### src/rtl/rtc_bus_arbiter.sv
// Three-way arbiter for the single RTC bus port: one-hot grant, watchdog revocation, one-cycle gap between owners.
// Optional round-robin selection is enabled with the RTC_ARB_RR_EN macro; otherwise fixed priority 0 > 1 > 2.
module rtc_bus_arbiter #(
    parameter int unsigned TIMEOUT_CYC = 1023
) (
    input  logic        clk,
    input  logic        reset,
    input  logic [2:0]  req,
    input  logic [2:0]  done,
    input  logic [23:0] dir_in,
    input  logic [23:0] dato_in,
    input  logic [2:0]  le_in,
    input  logic        siga,
    input  logic        tome,
    output logic [2:0]  grant,
    output logic [7:0]  direc,
    output logic [7:0]  dato_smh,
    output logic        lea_escriba,
    output logic        flag_rtc,
    output logic [2:0]  siga_o,
    output logic [2:0]  tome_o,
    output logic        timeout,
    output logic [1:0]  timeout_id,
    output logic [3:0]  auxiliar
);

    typedef enum logic [1:0] {
        ST_IDLE = 2'd0,
        ST_BUSY = 2'd1,
        ST_GAP  = 2'd2
    } state_t;

    localparam logic [15:0] LP_WD_LAST = 16'(TIMEOUT_CYC - 1);

    state_t      r_state;
    state_t      w_state_nxt;
    logic [2:0]  r_grant;
    logic [2:0]  w_grant_nxt;
    logic [15:0] r_wdog;
    logic [15:0] w_wdog_nxt;
    logic        r_timeout;
    logic        w_timeout_nxt;
    logic [1:0]  r_timeout_id;
    logic [1:0]  w_timeout_id_nxt;

    logic [1:0]  w_winner_idx;
    logic [2:0]  w_winner_oh;
    logic [1:0]  w_gidx;
    logic        w_release;
    logic        w_expire;
    logic        w_take;

    assign w_take = (r_state == ST_IDLE) && (req != 3'b000);

`ifdef RTC_ARB_RR_EN
    logic [1:0] r_ptr;
    logic [1:0] w_cand [3];

    // Candidate k is (pointer + k + 1) mod 3; pointer never exceeds 2 so one wrap suffices.
    function automatic logic [1:0] rr_add(input logic [1:0] p, input logic [1:0] k);
        logic [2:0] s;
        s = {1'b0, p} + {1'b0, k};
        if (s >= 3'd3) begin
            s = s - 3'd3;
        end
        return s[1:0];
    endfunction

    generate
        for (genvar gi = 0; gi < 3; gi++) begin : g_cand
            assign w_cand[gi] = rr_add(r_ptr, 2'(gi + 1));
        end
    endgenerate

    always_comb begin
        w_winner_idx = w_cand[2];
        for (int k = 2; k >= 0; k--) begin
            if (req[w_cand[k]]) begin
                w_winner_idx = w_cand[k];
            end
        end
    end

    always_ff @(posedge clk or negedge reset) begin
        if (!reset) begin
            r_ptr <= 2'd2;
        end else if (w_take) begin
            r_ptr <= w_winner_idx;
        end
    end
`else
    always_comb begin
        if (req[0]) begin
            w_winner_idx = 2'd0;
        end else if (req[1]) begin
            w_winner_idx = 2'd1;
        end else begin
            w_winner_idx = 2'd2;
        end
    end
`endif

    assign w_winner_oh = 3'b001 << w_winner_idx;

    always_comb begin
        if (r_grant[1]) begin
            w_gidx = 2'd1;
        end else if (r_grant[2]) begin
            w_gidx = 2'd2;
        end else begin
            w_gidx = 2'd0;
        end
    end

    // A voluntary release outranks watchdog expiry in the same cycle.
    assign w_release = done[w_gidx] | ~req[w_gidx];
    assign w_expire  = (r_wdog == LP_WD_LAST);

    always_ff @(posedge clk or negedge reset) begin
        if (!reset) begin
            r_state      <= ST_IDLE;
            r_grant      <= 3'b000;
            r_wdog       <= 16'd0;
            r_timeout    <= 1'b0;
            r_timeout_id <= 2'd0;
        end else begin
            r_state      <= w_state_nxt;
            r_grant      <= w_grant_nxt;
            r_wdog       <= w_wdog_nxt;
            r_timeout    <= w_timeout_nxt;
            r_timeout_id <= w_timeout_id_nxt;
        end
    end

    always_comb begin
        w_state_nxt      = r_state;
        w_grant_nxt      = r_grant;
        w_wdog_nxt       = r_wdog;
        w_timeout_nxt    = 1'b0;
        w_timeout_id_nxt = r_timeout_id;
        case (r_state)
            ST_IDLE: begin
                w_grant_nxt = 3'b000;
                if (w_take) begin
                    w_grant_nxt = w_winner_oh;
                    w_wdog_nxt  = 16'd0;
                    w_state_nxt = ST_BUSY;
                end
            end
            ST_BUSY: begin
                w_wdog_nxt = r_wdog + 16'd1;
                if (w_release) begin
                    w_grant_nxt = 3'b000;
                    w_state_nxt = ST_GAP;
                end else if (w_expire) begin
                    w_grant_nxt      = 3'b000;
                    w_state_nxt      = ST_GAP;
                    w_timeout_nxt    = 1'b1;
                    w_timeout_id_nxt = w_gidx;
                end
            end
            ST_GAP: begin
                w_grant_nxt = 3'b000;
                w_state_nxt = ST_IDLE;
            end
            default: begin
                w_grant_nxt = 3'b000;
                w_state_nxt = ST_IDLE;
            end
        endcase
    end

    // Bus mux is purely combinational so the owner's inputs pass through with no added latency.
    always_comb begin
        direc       = 8'h00;
        dato_smh    = 8'h00;
        lea_escriba = 1'b1;
        flag_rtc    = 1'b0;
        if (r_state == ST_BUSY) begin
            direc       = dir_in[{w_gidx, 3'b000} +: 8];
            dato_smh    = dato_in[{w_gidx, 3'b000} +: 8];
            lea_escriba = le_in[w_gidx];
            flag_rtc    = 1'b1;
        end
    end

    generate
        for (genvar gi = 0; gi < 3; gi++) begin : g_hs
            assign siga_o[gi] = siga & r_grant[gi];
            assign tome_o[gi] = tome & r_grant[gi];
        end
    endgenerate

    assign grant      = r_grant;
    assign timeout    = r_timeout;
    assign timeout_id = r_timeout_id;
    assign auxiliar   = {2'b00, r_state};

endmodule

### config.mk
export PLATFORM = sky130hd
export DESIGN_NAME = rtc_bus_arbiter
export DESIGN_NICKNAME = d
export VERILOG_FILES = /design/src/rtl/rtc_bus_arbiter.sv
export SDC_FILE = /design/constraint.sdc
export NUM_CORES = 1
export LEC_CHECK = 0
export CORE_MARGIN = 5
export CORE_UTILIZATION = 25
export CTS_BUF_LIST = sky130_fd_sc_hd__clkbuf_4 sky130_fd_sc_hd__clkbuf_8 sky130_fd_sc_hd__clkbuf_16
export CTS_CLUSTER_DIAMETER = 120
export CTS_CLUSTER_SIZE = 25
export DETAILED_ROUTE_END_ITERATION = 8
export GPL_TIMING_DRIVEN = 0
export PLACE_DENSITY_LB_ADDON = 0.08
export SLEW_MARGIN = 10
export SYNTH_ARGS = -nofsm -noshare
export SYNTH_HDL_FRONTEND = slang
export SYNTH_SLANG_ARGS = --single-unit
### constraint.sdc
create_clock -name clk -period 3.3 [get_ports clk]
set_input_delay 0.825 -clock clk [delete_from_list [all_inputs] [get_ports clk]]
set_output_delay 0.825 -clock clk [all_outputs]
set_load 0.02 [all_outputs]
==> run_results.csv <==
group,metric,value,unit
status,status,"finished clean",
die,dieArea,8840,sq um
power,ir_drop,0.000187,V
logic_synthesis,synth_top_area_share,34.0,%
worst_setup_path,max_stage_delay,0.63,ns
cells_and_area,fillCellCount,725,
sta,finalCritPeriodShare,93.0,%
worst_setup_path,worstReg2RegStart,"r_wdog[0]",
die,die_width,94.0,microns
logic_synthesis,synth.distinct_cells,40,
clocking,clk_pin_slew,0.10,ns
placed_design,dp_hpwl,4890,microns
worst_setup_path,start_kind,"flip-flop",
worst_setup_path,path_class,"reg -> out",
logic_synthesis,synth_xor_area_share,1.99,%
clocking,cts-buffers-inserted,3,
logic_synthesis,seq_area_frac_synth,34.0,%
worst_setup_path,r2r-end,"grant[2]",
detailed_routing,wl_per_cell,14.8,microns
clocking,cts_hold_buf,0,
global_route,overflow,0,
power,p_leak,1.11,nW
cells_and_area,fin_util,42.2,%
placed_design,dp_slack,0.226,ns
worst_setup_path,r2r_slack,1.00,ns
logic_synthesis,yosys_warnings,0,
worst_setup_path,critPathLaunch,"r_state[1]",
sta,fin_skew,0.0122,ns
worst_setup_path,worst_ep_required_time,2.47,ns
clocking,h-tree-depth,1,
logic_synthesis,yosys-top-cells-count,"42 x nor2_1, 24 x dfrtp_1, 23 x a21oi_1",
die,ios,95,
placed_design,io_buffer_count,92,
cells_and_area,fin_cells,414,
logic_synthesis,async_flop_share,100,%
global_route,grt_max_degree,25,
global_route,grt_pass1_wl,9810,microns
logic_synthesis,synthSimpleGateAreaFrac,32.3,%
detailed_routing,firstDrtPassIters,4,
global_route,grt_pass1_vias,1882,
logic_synthesis,netlist_area,1760,sq um
logic_synthesis,synth_compound_area_share,13.9,%
worst_setup_path,crit_slowest_cell,"clkdlybuf4s50_1",
logic_synthesis,muxShareOfSynthArea,11.4,%
die,row_count,30,
clocking,clk_path_buf_depth,2,
detailed_routing,vias_per_cell,4.69,
global_route,antenna_found_initial,0,
sta,fin_crit,3.07,ns
placed_design,place.gp.congestion,0.768,
cells_and_area,drive_gt1_share,5.97,%
cells_and_area,seq_area,601,sq um
sta,max_clock_freq,0.326,GHz
cells_and_area,num_antenna_cells,0,
sta,slew_headroom,63.5,%
min_path,hp-class,"in -> async",
detailed_routing,drt-initial-drc-count,79,
cells_and_area,multiInputGateArea,1080,sq um
sta,rsz0062_at_grt,"no",
clocking,cts-root-buf,"clkbuf_8",
worst_setup_path,critical_path_buf_inv_count,3,
cells_and_area,area_delta_synth_final,63.5,%
worst_setup_path,path_max_fanout,10,
worst_setup_path,end_kind,"output pin",
sta,timing_hold_violations_final,0,
logic_synthesis,synth_top_family_by_area,"simple AND/OR/NAND/NOR gates",
logic_synthesis,synth_top_flop_cell,"dfrtp_1",
detailed_routing,num_vias,1942,
die,fp.dieH,94.0,microns
sta,tns,0,ns
clocking,cts_tree,"done",
sta,maxSlewViolCount,0,
sta,fin_ws,0.230,ns
detailed_routing,wl,6120,microns
logic_synthesis,synth_edf_count,0,
detailed_routing,drc_errors,0,
sta,setup_violations,0,
logic_synthesis,syn_area_per_cell,7.98,sq um
die,start_util,25.8,%
sta,tightest_slew,0.548,ns
worst_setup_path,worst-r2r-cell-count,6,
power,power.density,537,nW/um^2
clocking,cts_num_sinks,24,
detailed_routing,postRouteAntennaNets,0,
logic_synthesis,synth.top_cells.by_area,"dfrtp_1 34%, mux2i_1 11%, nor2_1 8.9%",
die,core_area,6830,sq um
clocking,clk_latency,0.27,ns
placed_design,placed_cells,410,
logic_synthesis,synth-seq-cells,24,
run,max_cap_viol_count,0,
worst_setup_path,cp_top_family,"buffers and inverters",
logic_synthesis,synth.most_common_cell,"nor2_1",
worst_setup_path,cp.arrival,2.24,ns
cells_and_area,nNetsFinal,382,
global_route,grt_usage,13.9,%
logic_synthesis,syn_inst,221,
logic_synthesis,synth.largest_area_cell,"dfrtp_1",
logic_synthesis,synthAdderAreaFrac,1.42,%
worst_setup_path,cp_cell_sequence,"clkbuf_1, nand2b_1, clkbuf_2, nor2_1, clkdlybuf4s50_1",
-- state kept, by name, summed over array words and instances (netlist names) --
register and flops:
timeout 1, r_wdog 16, timeout_id 2, grant 3, r_state 2
-- placed cells by master, fill, tap and decap left out, types with 2 or more instances in the layout --
| cell type | instances |
|---|---|
| mux2i_1 | 19 |
| xnor2_1 | 4 |
| inv_1 | 3 |
| clkbuf_8 | 3 |
| nand4_1 | 6 |
| a21oi_1 | 23 |
| ha_1 | 2 |
| nor3_1 | 3 |
| nand2_1 | 11 |
| dfrtp_1 | 24 |
| nand2b_1 | 5 |
| nor4_1 | 6 |
| buf_2 | 2 |
| and2_1 | 7 |
| a32o_1 | 2 |
| nand3_1 | 5 |
| or4_1 | 6 |
| or3_1 | 6 |
| o21ai_0 | 11 |
| nor2_1 | 42 |
| clkbuf_2 | 7 |
| clkdlybuf4s50_1 | 91 |
| clkbuf_1 | 5 |
| conb_1 | 2 |
| nor3b_1 | 2 |
| o31ai_1 | 2 |
| buf_4 | 3 |
-- worst max path at each step --
| stage | end | slack, ns | cells after the start |
|---|---|---|---|
| 2_1_floorplan | dato_smh[3] | 0.82 | 6 |
| 3_3_place_gp | dato_smh[1] | 0.23 | 6 |
| 3_5_place_dp | direc[4] | 0.23 | 6 |
| 4_1_cts | direc[4] | 0.05 | 7 |
| 5_1_grt | dato_smh[2] | 0.07 | 7 |
| 6_report | dato_smh[1] | 0.23 | 5 |
-- final cells by class --
| class | count | share of cell area [%] |
|---|---|---|
| multi-input cells | 179 | 37.6 |
| well taps | 96 | 4.16 |
| inverters | 3 | 0.390 |
| flip-flops and latches | 24 | 20.8 |
| clock buffers | 3 | 1.43 |
| clock inverters | 1 | 1.04 |
| repair buffers | 92 | 31.8 |
| plain buffers | 16 | 2.82 |
-- metal layers --
metal  share of wire [%]  track usage (%)  vias up
li1                    -                -      974
met1                  43             17.8      898
met2                  48             22.9       64
met3                 6.6             3.61        6
met4                 1.7             3.97        0
met5                   0                0        -
-- logic make-up after synthesis --
family / count (synthesis)
buf+inv: 19
flops: 24
other cells: 1
compound gates: 43
fa+ha+maj: 2
xor+xnor: 4
simple gates: 108
mux: 20
-- metrics by stage --
stage / area [sq um] / power, mW / hold WS [ns]
3_5_place_dp: 2810 / 1.30 / 0.498
2_1_floorplan: 1770 / 0.858 / 0.520
5_1_grt: 2880 / 1.65 / 0.573
6_report: 2880 / 1.55 / 0.522
4_1_cts: 2880 / 1.57 / 0.520
3_3_place_gp: 2810 / 1.30 / 0.512
-- power breakdown --
| group | total (mW) | switching [mW] | internal [mW] |
|---|---|---|---|
| Sequential | 0.375 | 0.0459 | 0.329 |
| Combinational | 0.913 | 0.512 | 0.401 |
| Clock | 0.262 | 0.0995 | 0.162 |
-- worst register-to-register path, stage by stage, from the launching register on --
cell and delay, ns:
dfrtp_1 0.45, inv_1 0.08, ha_1 0.17, or4b_1 0.43
or4_1 0.56, nor2b_1 0.22, a32o_1 0.28
-- timing repair --
item | in CTS | in global routing
buffers inserted | 0 | 0
resized for setup | 1 | 11
pin swaps | 0 | 0
endpoints found under the setup margin | 10 | 17
No activity file was read; power rests on OpenSTA's default activity.
